## src/rtl/aes_feeder_pkg.sv

```systemverilog
// Shared types and helpers for the masked-AES share feeder.
package aes_feeder_pkg;

    localparam int BYTE_W    = 8;
    localparam int NUM_BYTES = 16;
    localparam int CNT_W     = 4;
    localparam int WORD_W    = NUM_BYTES * BYTE_W;

    typedef enum logic [1:0] {
        IDLE,
        GO,
        LOAD,
        WAIT_DONE
    } feeder_state_t;

    // Byte k of the stream is data byte 15-k: the most significant byte goes first.
    function automatic logic [BYTE_W-1:0] select_byte(input logic [WORD_W-1:0] word,
                                                      input logic [CNT_W-1:0] k);
        return word[BYTE_W*(NUM_BYTES-1-int'(k)) +: BYTE_W];
    endfunction

endpackage

```

## src/rtl/aes_byte_masker.sv

```systemverilog
// Two-share Boolean split of one byte: {byte ^ mask, mask}.
// FEEDER_ZERO_MASK_EN forces the mask to zero so the raw byte is visible on share1.
module aes_byte_masker
    import aes_feeder_pkg::*;
(
    input  logic [BYTE_W-1:0]   data,
    input  logic [BYTE_W-1:0]   mask_rnd,
    output logic [2*BYTE_W-1:0] shared
);

    logic [BYTE_W-1:0] mask;

`ifdef FEEDER_ZERO_MASK_EN
    assign mask = '0;
`else
    assign mask = mask_rnd;
`endif

    assign shared = {data ^ mask, mask};

endmodule

```

## src/rtl/aes_share_feeder.sv

```systemverilog
// Accepts one plaintext/key job, pulses go, streams 16 masked byte pairs, then waits
// for done or a watchdog abort. Build with FEEDER_ZERO_MASK_EN for unmasked debug data.
module aes_share_feeder
    import aes_feeder_pkg::*;
#(
    parameter int TIMEOUT_CYCLES = 400
) (
    input  logic          clk,
    input  logic          reset,
    input  logic          in_valid,
    output logic          in_ready,
    input  logic [127:0]  pt_in,
    input  logic [127:0]  key_in,
    input  logic [15:0]   rnd_in,
    output logic          aes_go,
    output logic [15:0]   pt_shared,
    output logic [15:0]   key_shared,
    input  logic          aes_done,
    output logic          busy,
    output logic          timeout
);

    localparam int WD_W = $clog2(TIMEOUT_CYCLES + 1);

    feeder_state_t      state_reg;
    logic [CNT_W-1:0]   byte_cnt_reg;
    logic [WD_W-1:0]    wd_cnt_reg;
    logic [WORD_W-1:0]  pt_reg;
    logic [WORD_W-1:0]  key_reg;
    logic               in_ready_reg;
    logic               busy_reg;
    logic               aes_go_reg;
    logic               timeout_reg;
    logic [15:0]        pt_shared_reg;
    logic [15:0]        key_shared_reg;

    // Shares are registered, so the masker always works on the byte due next cycle.
    logic [CNT_W-1:0]    sel_idx;
    logic [BYTE_W-1:0]   lane_byte   [2];
    logic [2*BYTE_W-1:0] lane_shared [2];

    assign sel_idx      = (state_reg == GO) ? '0 : byte_cnt_reg + CNT_W'(1);
    assign lane_byte[0] = select_byte(pt_reg, sel_idx);
    assign lane_byte[1] = select_byte(key_reg, sel_idx);

    // Lane 0 = plaintext (mask rnd_in[7:0]), lane 1 = key (mask rnd_in[15:8]).
    for (genvar gi = 0; gi < 2; gi++) begin : g_lane
        aes_byte_masker u_masker (
            .data     (lane_byte[gi]),
            .mask_rnd (rnd_in[gi*BYTE_W +: BYTE_W]),
            .shared   (lane_shared[gi])
        );
    end

    always_ff @(posedge clk) begin
        if (reset) begin
            state_reg      <= IDLE;
            byte_cnt_reg   <= '0;
            wd_cnt_reg     <= '0;
            pt_reg         <= '0;
            key_reg        <= '0;
            in_ready_reg   <= 1'b1;
            busy_reg       <= 1'b0;
            aes_go_reg     <= 1'b0;
            timeout_reg    <= 1'b0;
            pt_shared_reg  <= '0;
            key_shared_reg <= '0;
        end else begin
            aes_go_reg     <= 1'b0;
            timeout_reg    <= 1'b0;
            pt_shared_reg  <= '0;
            key_shared_reg <= '0;
            case (state_reg)
                IDLE: begin
                    if (in_valid && in_ready_reg) begin
                        pt_reg       <= pt_in;
                        key_reg      <= key_in;
                        state_reg    <= GO;
                        in_ready_reg <= 1'b0;
                        busy_reg     <= 1'b1;
                        aes_go_reg   <= 1'b1;
                    end
                end
                GO: begin
                    state_reg      <= LOAD;
                    byte_cnt_reg   <= '0;
                    pt_shared_reg  <= lane_shared[0];
                    key_shared_reg <= lane_shared[1];
                end
                LOAD: begin
                    if (byte_cnt_reg == CNT_W'(NUM_BYTES - 1)) begin
                        state_reg  <= WAIT_DONE;
                        wd_cnt_reg <= '0;
                    end else begin
                        byte_cnt_reg   <= byte_cnt_reg + CNT_W'(1);
                        pt_shared_reg  <= lane_shared[0];
                        key_shared_reg <= lane_shared[1];
                    end
                end
                WAIT_DONE: begin
                    // A done seen on the limit cycle leaves the timeout pulse unset.
                    if (aes_done || timeout_reg) begin
                        state_reg    <= IDLE;
                        in_ready_reg <= 1'b1;
                        busy_reg     <= 1'b0;
                    end else begin
                        if (wd_cnt_reg == WD_W'(TIMEOUT_CYCLES - 1)) begin
                            timeout_reg <= 1'b1;
                        end
                        if (wd_cnt_reg != WD_W'(TIMEOUT_CYCLES)) begin
                            wd_cnt_reg <= wd_cnt_reg + WD_W'(1);
                        end
                    end
                end
                default: state_reg <= IDLE;
            endcase
        end
    end

    assign in_ready   = in_ready_reg;
    assign busy       = busy_reg;
    assign aes_go     = aes_go_reg;
    assign timeout    = timeout_reg;
    assign pt_shared  = pt_shared_reg;
    assign key_shared = key_shared_reg;

endmodule

```

## config.mk

```make
export PLATFORM = sky130hd
export DESIGN_NAME = aes_share_feeder
export DESIGN_NICKNAME = d
export VERILOG_FILES = /design/src/rtl/aes_feeder_pkg.sv /design/src/rtl/aes_byte_masker.sv /design/src/rtl/aes_share_feeder.sv
export SDC_FILE = /design/constraint.sdc
export NUM_CORES = 1
export LEC_CHECK = 0
export BUFFER_PORTS_ARGS = -buffer_cell sky130_fd_sc_hd__buf_2
export CAP_MARGIN = 20
export CORE_MARGIN = 2
export CORE_UTILIZATION = 47
export CTS_BUF_LIST = sky130_fd_sc_hd__clkbuf_8
export CTS_CLUSTER_DIAMETER = 100
export DETAILED_ROUTE_END_ITERATION = 8
export PLACE_DENSITY = 0.8
export SLEW_MARGIN = 30
export SYNTH_ARGS = -nofsm -noshare
export SYNTH_HDL_FRONTEND = slang
export SYNTH_SLANG_ARGS = --single-unit
```

## constraint.sdc

```tcl
create_clock -name clk -period 2.3 [get_ports clk]
set_input_delay 0.575 -clock clk [delete_from_list [all_inputs] [get_ports clk]]
set_output_delay 0.575 -clock clk [all_outputs]
set_load 0.01 [all_outputs]
```

==> results.cfg <==
[outcome]
status = complete, no violations

[setup_path]
crit_top_cell = buf_4
worstPathCellList = inv_2 > ha_4 > buf_4 > or2_2 > mux4_2 > a32oi_1 > buf_4 > nor2_1 > a21oi_1 > a21boi_2
critPathKind = reg -> reg
crit_required_ps = 2770
worstPathMaxFanout = 12
critPathCaptureType = flop
max_stage_delay_ps = 450
critPathLaunchType = flop
cpMaxStageDelayCell = mux4_2
arrival_ps = 2720

[grt]
gr-usage-met3_pct = 5.16
antenna_found_initial = 5
grt_use_met2_pct = 47.2
top_usage_layer = met2
track_usage_pct = 28.9
grt_max_degree = 157
overflow = 0
grt_pass1_wl_um = 65800
grtUsageMet1_pct = 36.4
grt_pass1_vias = 12400

[clock_network]
clockRootBuffer = clkbuf_8
cts-htree-levels = 2
cts_max_path_buffers = 3
clk_latency_ps = 580
path_clk_slew_ps = 70
cts.sinks = 307
cts_tree = built
numCtsBuffers = 47
cts_hold_buffers = 0

[synthesis]
synth_cells = 1639
synth_largest_area_cell = dfxtp_1
yosysSeqAreaShare_pct = 46.8
avgSynthCellArea_um2 = 8.01
ys.flop_type = dfxtp_1
syn_area_um2 = 13100
ys_async_sr_fraction_pct = 0
yosys-top-cells-area = dfxtp_1, nand2_1, a21oi_1
synth_top_area_share_pct = 46.8
synth-edff-count = 0
syn_nets = 1923
synth.ff_latch_count = 307
ys_warn_count = 0
netlist-cell-type-count = 53

[power]
p_per_area_nw_per_um2 = 1210
vdd_drop_max_v = 0.000689
p_leak_nw = 6.72

[sta]
finalClockSkew_ps = 21.1
worst_slack_ps = 49.0
fin_crit_ps = 2250
setup_viol = 0
period_share_pct = 97.9
worst-slew-pin-transition_ps = 752
hold_viol_final = 0
fmax_mhz = 444
slew_viol_final = 0
max_slew_margin_pct = 49.8
setup_tns_ps = 0

[die]
start_util_pct = 47.5
coreArea_um2 = 27600
die_x_um = 171
die_h_um = 171
rows = 61
io_pins = 312
dieArea_um2 = 29300

[drt]
dr.first_iter.drc_count = 1358
vias_per_cell = 5.65
drt-total-wl_um = 44500
drc = 0
wl_per_cell_um = 18.8
first_pass_iters = 6
via_count = 13400
ant_nets = 0

[place]
dpl-instance-area_um2 = 15500
gp_congestion = 0.961
numPortBuffers = 311
place_ws_ps = -42.5
hpwl_um = 32000
dp.cells = 2273

[finish]
fin_util_pct = 60.5
drive_gt1_share_pct = 27.4
stdcell_count = 2369
area_growth_syn_to_layout_pct = 27.4
fin_nets = 2235
design_area_um2 = 16700

[run]
max_cap_violations = 0

[worst_hold_path]
hold_class = in -> reg
[where the power goes]
part	total (mW)	internal (mW)	switching, mW	leakage (nW)
registers	7.17	6.41	0.757	2.51
logic	8.26	3.45	4.81	3.66
clock network	4.75	2.57	2.18	0.545
total	20.2	12.4	7.74	6.72
[metal layers]
metal	part of all wire [%]	routed length (um)
met3	8.9	3970
met2	47	20900
met4	5.8	2580
met5	0.036	16
met1	38	17100
[worst max-delay path, delay by kind of cell, from the launching register on]
| kind | cells | cell delay, ps |
|---|---|---|
| AOI/OAI and AO/OA | 3 | 430 |
| adders and majority gates | 1 | 200 |
| buffers and inverters | 3 | 400 |
| DFF | 1 | 350 |
| muxes | 1 | 450 |
| and+or+nand+nor | 2 | 310 |
[cell families (layout without fill, tap and decap cells)]
family	count (synthesis)	after routing	share of synthesized area, %
mux	50	50	6.80
compound gates	421	421	18.7
fa+ha+maj	8	8	0.762
simple gates	691	691	21.8
xor+xnor	9	9	0.658
flops	307	307	46.8
other cells	0	5	0
buf+inv	153	500	4.48
[stage by stage]
step | power, mW | hold WS [ps]
floorplan | 11.9 | 432
detailed placement | 14.9 | 445
CTS | 19.7 | 213
global route | 21.2 | 224
global placement | 14.7 | 439
finish | 20.2 | 232
[area by class of cell]
| class | instances | area (um2) |
|---|---|---|
| Antenna cell | 5 | 12.5 |
| Clock buffer | 60 | 826 |
| Clock inverter | 24 | 168 |
| Fill cell | 2431 | 10900 |
| Inverter | 21 | 83.8 |
| Multi-Input combinational cell | 1179 | 6530 |
| Sequential cell | 307 | 6150 |
| Tap cell | 378 | 473 |
| Timing Repair Buffer | 395 | 2480 |
[timing repair]
| item | CTS | global route |
|---|---|---|
| cloned | 0 | 5 |
| buffers inserted | 0 | 2 |
| gates resized for setup | 3 | 22 |
| hold endpoints to repair | 0 | 0 |
| setup endpoints to repair | 4 | 19 |
| pin swaps | 0 | 2 |
[cells in the mapped netlist (15+ instances only)]
cell and n:
a21oi_1 281, clkbuf_1 111, dfxtp_1 307, inv_1 20, mux2i_1 15, mux4_2 31
nand2_1 552, nor2_1 43, nor3_1 18, nor3b_1 15, o21ai_0 32, o221ai_1 31
[path summary, 6_finish.rpt]
| path | end | from | cells past startpoint | slack, ps |
|---|---|---|---|---|
| max | pt_shared[9] | state_reg[1] | 10 | 50 |
| min | key_reg[68] | key_in[68] | 3 | 230 |
| max reg2reg | pt_shared[9] | state_reg[1] | 10 | 50 |
| min reg2reg | key_reg[101] | key_reg[101] | 2 | 450 |
[placed cells by master, fill, tap and decap left out, types with 12 or more instances in the layout]
master and n:
a32oi_1 12, buf_2 311, o221ai_1 31, nand3b_1 13, a2bb2oi_1 12, dfxtp_1 305, mux4_2 31, nor2_1 42
a21oi_1 278, o21ai_0 32, nand2_1 552, o211ai_1 14, clkbuf_8 61, nor3b_1 13, buf_4 61, nor3_1 16
or2_2 14, inv_1 29, mux2i_1 15, buf_12 15
No activity file was read; power rests on OpenSTA's default activity.
